### src/rtl/fetch_unit.sv
// Multicycle instruction fetch / PC sequencer: FETCH -> EXEC -> (DATA) -> FETCH, with an absorbing HALTED state.
// Optional build macro JR_ALIGN_CHECK_EN: misaligned jr targets halt the core and raise a sticky fault.
module fetch_unit #(
  parameter logic [31:0] PC_INIT = 32'h00000000
) (
  input  logic        CLK,
  input  logic        RST,
  input  logic        ihit,
  input  logic [31:0] instr_in,
  output logic        iREN,
  output logic [31:0] iaddr,
  output logic [31:0] instr,
  input  logic        beq_s,
  input  logic        bne_s,
  input  logic        jump_s,
  input  logic        jr_s,
  input  logic        jal_s,
  input  logic        halt,
  input  logic        dREN_in,
  input  logic        dWEN_in,
  input  logic        zero,
  input  logic [15:0] imm_addr,
  input  logic [25:0] j_addr,
  input  logic [31:0] rs_data,
  output logic        dREN,
  output logic        dWEN,
  output logic [31:0] pc_plus4,
  output logic        halt_out,
  output logic        fault,
  input  logic        dhit
);

  typedef enum logic [1:0] {
    FETCH,
    EXEC,
    DATA,
    HALTED
  } state_t;

  state_t      state;
  state_t      state_next;
  logic [31:0] pc;
  logic [31:0] pc_next;
  logic [31:0] pc_target;
  logic [31:0] branch_offset;
  logic [31:0] jr_target;
  logic [31:0] jump_target;
  logic        branch_taken;
  logic        jr_misaligned;

  assign iaddr    = pc;
  assign pc_plus4 = pc + 32'd4;
  assign halt_out = (state == HALTED);

  assign branch_offset = {{14{imm_addr[15]}}, imm_addr, 2'b00};
  assign jr_target     = {rs_data[31:2], 2'b00};
  assign jump_target   = {pc_plus4[31:28], j_addr, 2'b00};
  assign branch_taken  = (beq_s & zero) | (bne_s & ~zero);

`ifdef JR_ALIGN_CHECK_EN
  assign jr_misaligned = jr_s & (rs_data[1:0] != 2'b00);
`else
  // Low target bits are simply dropped when the alignment check is not built in.
  logic jr_low_unused;
  assign jr_low_unused = ^rs_data[1:0];
  assign jr_misaligned = 1'b0;
`endif

  always_comb begin
    pc_target = pc_plus4;
    if (jr_s) begin
      pc_target = jr_target;
    end else if (jump_s | jal_s) begin
      pc_target = jump_target;
    end else if (branch_taken) begin
      pc_target = pc_plus4 + branch_offset;
    end
  end

  always_comb begin
    state_next = state;
    pc_next    = pc;
    iREN       = 1'b0;
    dREN       = 1'b0;
    dWEN       = 1'b0;
    case (state)
      FETCH: begin
        iREN = 1'b1;
        if (ihit) begin
          state_next = EXEC;
        end
      end
      EXEC: begin
        // halt outranks every other decode input, including a pending memory access
        if (halt || jr_misaligned) begin
          state_next = HALTED;
        end else if (dREN_in || dWEN_in) begin
          state_next = DATA;
        end else begin
          pc_next    = pc_target;
          state_next = FETCH;
        end
      end
      DATA: begin
        dREN = dREN_in;
        dWEN = dWEN_in;
        if (dhit) begin
          pc_next    = pc_target;
          state_next = FETCH;
        end
      end
      HALTED: begin
        state_next = HALTED;
      end
      default: begin
        state_next = FETCH;
      end
    endcase
  end

  always_ff @(posedge CLK) begin
    if (RST) begin
      state <= FETCH;
      pc    <= PC_INIT;
      instr <= 32'h00000000;
    end else begin
      state <= state_next;
      pc    <= pc_next;
      if (state == FETCH && ihit) begin
        instr <= instr_in;
      end
    end
  end

`ifdef JR_ALIGN_CHECK_EN
  logic fault_q;

  // Sticky until reset; a simultaneous halt wins and does not flag a fault.
  always_ff @(posedge CLK) begin
    if (RST) begin
      fault_q <= 1'b0;
    end else if (state == EXEC && !halt && jr_misaligned) begin
      fault_q <= 1'b1;
    end
  end

  assign fault = fault_q;
`else
  assign fault = 1'b0;
`endif

endmodule

### config.mk
export PLATFORM = sky130hd
export DESIGN_NAME = fetch_unit
export DESIGN_NICKNAME = d
export VERILOG_FILES = /design/src/rtl/fetch_unit.sv
export SDC_FILE = /design/constraint.sdc
export NUM_CORES = 1
export LEC_CHECK = 0
export ABC_CLOCK_PERIOD_IN_PS = 3540
export CORE_ASPECT_RATIO = 1.2
export CORE_MARGIN = 8
export CORE_UTILIZATION = 45
export CTS_CLUSTER_DIAMETER = 200
export DETAILED_ROUTE_END_ITERATION = 8
export DONT_BUFFER_PORTS = 1
export HOLD_SLACK_MARGIN = 0.12
export SYNTH_ARGS = -nofsm -noshare
export SYNTH_HDL_FRONTEND = slang
export SYNTH_SLANG_ARGS = --single-unit
### constraint.sdc
create_clock -name CLK -period 3.54 [get_ports CLK]
set_clock_uncertainty 0.05 [all_clocks]
set_input_delay 0.354 -clock CLK [delete_from_list [all_inputs] [get_ports CLK]]
set_output_delay 0.354 -clock CLK [all_outputs]
set_load 0.1 [all_outputs]
---- After elaboration in Yosys (flattened, before gate mapping) ----
Cells that the tools add are included.
Widths: inputs -> output; s select.
cells by class
  add/subtract/negate cells ............... 2
  equal/unequal tests ..................... 7
  muxes and demuxes ....................... 15
  bitwise gates (word level) .............. 5
  reduce and logical (&&, ||, !) cells .... 6
operators with widths
  kind                   count
  $mux 32                6
  $pmux 32 s2            1
  $add 32x3->32 const B  1
  $add 32x32->32         1
  $mux 2                 4
  $ne 2x2->1 const B     4
  $pmux 2 s4             1
  $eq 2x2->1 const B     2
  $reduce_and 4->1       1
  $mux 1                 3
  $and 1x1->1            2
  $eq 2x1->1 const B     1
  $logic_not 2->1        1
  $or 1x1->1             2
  $reduce_and 2->1       1
  $reduce_bool 2->1      1
  $logic_and 1x1->1      1
  $logic_or 1x1->1       1
  $not 1->1              1
word-level totals
  register bits ........................... 66
  input bits .............................. 119
  output and inout bits ................... 101
  logic and storage cells ................. 38

---- Logic depth before layout (Yosys ltp) ----
Gate-level depths: netlist of run 1.
  depth in word-level cells ............... 9
  depth in mapped cells ................... 17
  depth with buffers taken out ............ 15

---- Least setup slack after synthesis of run 1 ----
OpenSTA, ideal clock, no wires.
  path type ............................... reg2reg
  start point ............................. register pc[7], in the netlist iaddr[7]
  end point ............................... register pc[31], in the netlist iaddr[31]
  library setup time ...................... 95 ps
  arrival ................................. 6038 ps
  data required time ...................... 3395 ps
  setup slack ............................. -2643 ps
  stages on the path, launching flop included .. 17
  buffers on the path ..................... 2
  clock period less this slack ............ 6183 ps
  path through ............................ dfxtp_1 and4_1 buf_2 nand4_1 nor3_2 nand3_1 xnor2_1 ha_1 clkbuf_1 a21o_1 a21o_1 a2111oi_0 o211a_1 nor3_1 nand3b_1 xor2_1 a221oi_1
between the ends
  longest elaborated chain between the ends .. 8
  elaborated cells between the ends (all ways) .. 9
  those cells by class .................... add/sub: 2; mux: 7
RTL lines
  what                      line  text
  start: declaration        42    logic [31:0] pc;
  start signal: assignment  128   pc <= pc_next;
  $add 32x3->32 (*)         52    assign pc_plus4 = pc + 32'd4;
  named net pc_plus4[27]    27    output logic [31:0] pc_plus4,
  $add 32x32->32 (*)        76    pc_target = pc_plus4 + branch_offset;
  $mux 32 (*)               75    end else if (branch_taken) begin
  $mux 32 (*)               73    end else if (jump_s | jal_s) begin
  $mux 32 (*)               71    if (jr_s) begin
  $mux 32                   97    end else if (dREN_in || dWEN_in) begin
  $mux 32                   95    if (halt || jr_misaligned) begin
  $pmux 32 s2 (*)           86    case (state)
The timed path passes the listed nets; every way through them passes the cells marked *. The select of a mux whose other input is x is not followed.
A chain may end at the register's enable or synchronous reset.

---- Worst setup path in the final report of run 1 ----
  start point ............................. register pc[15], in the netlist iaddr[15]
  end point ............................... register pc[31], in the netlist iaddr[31]
between the ends
  longest elaborated chain between the ends .. 8
  elaborated cells between the ends (all ways) .. 9
  those cells by class .................... add/sub: 2; mux: 7
RTL lines
  what               line
  $add 32x3->32 (*)  52
  $add 32x32->32     76
  $mux 32            75
  $mux 32 (*)        73
  $mux 32 (*)        71
  $mux 32            97
  $mux 32            95
  $pmux 32 s2 (*)    86
Every way passes the cells marked *; elsewhere a longest branch is shown, timed or not. The select of a mux whose other input is x is not followed.

==> results.sh, run 1 <==
export IMPL_outcome="completed"
export IMPL_grt_max_degree=49
export IMPL_relSlewSlack_pct=28.48
export IMPL_drv_slew=0
export IMPL_grt_pass1_wl_microns=35400
export IMPL_viasPerCell=6.106
export IMPL_cp_top_family="simple AND/OR/NAND/NOR gates"
export IMPL_dr_pass1_iters=5
export IMPL_dieArea_sq_um=15570
export IMPL_crit_buf_inv=1
export IMPL_synthDistinctLibCells=70
export IMPL_drv_cap=0
export IMPL_crit_type="reg2reg"
export IMPL_cts_sinks=64
export IMPL_area_delta_synth_final_pct=50.32
export IMPL_fmax_mhz=284.0
export IMPL_power_density_nw_per_um2=380.3
export IMPL_cp_data_arrival_time_ns=3.72
export IMPL_setup_violations=0
export IMPL_dp_hpwl_microns=17750
export IMPL_rows=43
export IMPL_layout_drive_gt1_share_pct=32.89
export IMPL_gr_total_overflow=0
export IMPL_clk_pin_slew_ns=0.07
export IMPL_syn_inst=732
export IMPL_insertion_delay_ns=0.33
export IMPL_grt_pass1_vias=6513
export IMPL_wirelength_microns=23670
export IMPL_synth_top_flop_cell="dfxtp_1"
export IMPL_antenna_found_initial=1
export IMPL_p_int_uw=1722
export IMPL_yosys_warnings=0
export IMPL_routabilityCongestion=0.9614
export IMPL_fin_crit_ns=3.522
export IMPL_clockBufferDepth=2
export IMPL_final_common_cell="buf_4"
export IMPL_io_pins=220
export IMPL_pwr_share_seq_pct=32.3
export IMPL_cp_max_fo=4
export IMPL_die_w_microns=115.2
export IMPL_synth_area_per_cell_sq_um=7.266
export IMPL_core_area_sq_um=11570
export IMPL_cts_tree="yes"
export IMPL_chipHeight_microns=135.1
export IMPL_rsz0062_at_grt="yes"
export IMPL_cp_required_ns=3.74
export IMPL_cts_made_buffers=9
export IMPL_path_cells="nand4_1, or2_4, nor3_2, buf_4, nand4_1, xnor2_4, ha_4, a21o_1, a2111oi_4, o211a_1, nor3_1, nand3b_1, xor2_1, a221oi_2"
export IMPL_p_leak_uw=0.003442
export IMPL_crit_path_top_delay_cell="dfxtp_4"
export IMPL_fillers=943
export IMPL_drtIter0Drc=420
export IMPL_cpPeakStageDelay_ns=0.36
export IMPL_ant_nets=0
export IMPL_hold_path_class="in2reg"
export IMPL_p_clk_share_pct=32.3
export IMPL_nets=1045
export IMPL_start_kind="flip-flop"
export IMPL_cts_root_buf="clkbuf_16"
export IMPL_initial_core_util_pct=45.98
export IMPL_whs_ns=0.1305
export IMPL_power_switching_uw=1319
export IMPL_postSynth_asyncResetShare_pct=0
export IMPL_comb_power_share_pct=35.4
export IMPL_peakVddDrop_uv=328.5
export IMPL_fin_crit_sh_pct=99.48
export IMPL_hold_viol=0
export IMPL_cp_common_cell="nand4_1"
export IMPL_final_cell_mix="162 x buf_4, 119 x nand2_1, 88 x a21oi_1"
export IMPL_avgRoutedWirePerCell_microns=22.50
export IMPL_routed_via_count=6424
export IMPL_grt_util_all_layers_pct=29.41
export IMPL_crit_path_end_kind="flip-flop"
export IMPL_htreeDepth=3
export IMPL_power_total_uw=3041
export IMPL_switching_share_pct=43.37
export IMPL_synth_edff_count=0
export IMPL_worst_pin_slew_ns=1.072
export IMPL_ys_ff_latch=64
export IMPL_ys_seq_area_share_pct=24.09
export IMPL_io_buffers=0
export IMPL_syn_area_sq_um=5319
export IMPL_drc_errors=0
==> routing by layer <==
metal / part of all wire [%] / vias up / GRT usage, %
met5: 0 / - / 0
met1: 36 / 3081 / 30.78
met4: 4.0 / 0 / 12.00
met3: 9.2 / 62 / 9.111
li1: - / 2982 / -
met2: 51 / 299 / 53.01
==> cells by family (layout without fill, tap and decap cells) <==
logic type / Yosys count / after routing / synth area share, %
other cells: 1 / 6 / 0.07050
buf+inv: 66 / 224 / 5.081
xor+xnor: 51 / 51 / 8.398
mux: 6 / 6 / 1.176
flops: 64 / 64 / 24.09
fa+ha+maj: 37 / 37 / 8.845
simple gates: 256 / 256 / 22.30
compound gates: 251 / 251 / 30.04
==> cell type report <==
| class | instances | area [sq um] | share of cell area [%] |
|---|---|---|---|
| clock buffer | 10 | 250.2 | 3.130 |
| antenna | 1 | 2.502 | 0.03130 |
| timing repair buffer | 195 | 1562 | 19.53 |
| tap | 157 | 196.4 | 2.457 |
| inverter | 13 | 48.80 | 0.6103 |
| sequential | 64 | 1348 | 16.85 |
| multi-input combinational | 606 | 4514 | 56.46 |
| clock inverter | 6 | 73.82 | 0.9233 |
==> power by group through the flow <==
stage | clock network [uW] | registers [uW] | logic, uW
detailed placement | 0 | 995 | 975
floorplan | 0 | 1130 | 590
global placement | 0 | 994 | 964
finish | 982 | 982 | 1080
CTS | 985 | 981 | 1020
global route | 1020 | 988 | 1140
==> stage by stage <==
stage	instances	area [sq um]	TNS [ns]	setup slack [ns]	util [%]
2_1_floorplan	736	5762	-14.08	-1.005	-
3_3_place_gp	998	6940	-1.230	-0.4600	60.00
3_5_place_dp	998	6940	-1.541	-0.4321	60.00
4_1_cts	1044	7656	-0.09056	-0.05984	66.19
5_1_grt	1052	7995	-0.2052	-0.09800	69.12
6_report	1052	7995	0	0.01832	69.12
==> final timing paths <==
path,from,to,slack (ns),cells after the start
hold reg to reg,state[0],state[0],0.58,2
setup reg to reg,iaddr[15],iaddr[31],0.02,14
setup / recovery,iaddr[15],iaddr[31],0.02,14
hold / removal,j_addr[8],iaddr[10],0.13,2
==> timing repair <==
action                                 CTS  global route
setup endpoints to repair                8            14
buffers inserted                         1             8
pin swaps                                7            39
endpoints found under the hold margin   48             0
hold buffers                            29             0
gates resized for setup                 22            49
==> cell usage after synthesis (5+ instances only) <==
| master | n | area (sq um) |
|---|---|---|
| o211a_1 | 5 | 50.05 |
| inv_1 | 13 | 48.80 |
| nor3_1 | 15 | 75.07 |
| a211oi_1 | 8 | 60.06 |
| o21ai_0 | 33 | 165.2 |
| nand3_1 | 23 | 115.1 |
| a311oi_1 | 7 | 61.31 |
| and3_1 | 10 | 62.56 |
| xor2_1 | 20 | 175.2 |
| ha_1 | 36 | 450.4 |
| o22ai_1 | 6 | 37.54 |
| nor2_1 | 43 | 161.4 |
| o211ai_1 | 14 | 105.1 |
| and4_1 | 9 | 78.83 |
| a31oi_1 | 12 | 75.07 |
| nand4_1 | 10 | 62.56 |
| dfxtp_1 | 64 | 1281 |
| buf_4 | 5 | 37.54 |
| a21oi_1 | 89 | 445.4 |
| xnor2_1 | 31 | 271.5 |
| a2111oi_0 | 7 | 61.31 |
| clkbuf_1 | 44 | 165.2 |
| and2_1 | 5 | 31.28 |
| nand2_1 | 121 | 454.2 |
| o21bai_1 | 10 | 75.07 |
| o21ai_1 | 14 | 70.07 |
| a21o_1 | 13 | 97.59 |
==> state kept, by name, summed over array words and instances (netlist names) <==
signal / flops
iaddr: 30
state: 2
instr: 32
==> worst register-to-register path: cells and delay by family, from the launching register on <==
family | cells | cell delay [ns]
AND/OR/NAND/NOR | 6 | 1.23
buffers and inverters | 1 | 0.15
XOR/XNOR | 2 | 0.46
flip-flops | 1 | 0.36
adder cells (fa/ha/maj) | 1 | 0.23
AO/OA/AOI/OAI | 4 | 0.97
Note: power is estimated with default switching activity, not from simulation.
==> run 2: changes to the inputs <==
CTS_CLUSTER_DIAMETER = not set   (was 200)
==> results of run 2 <==
Same layout as run 1: the final DEF is identical, and so are final timing and power.
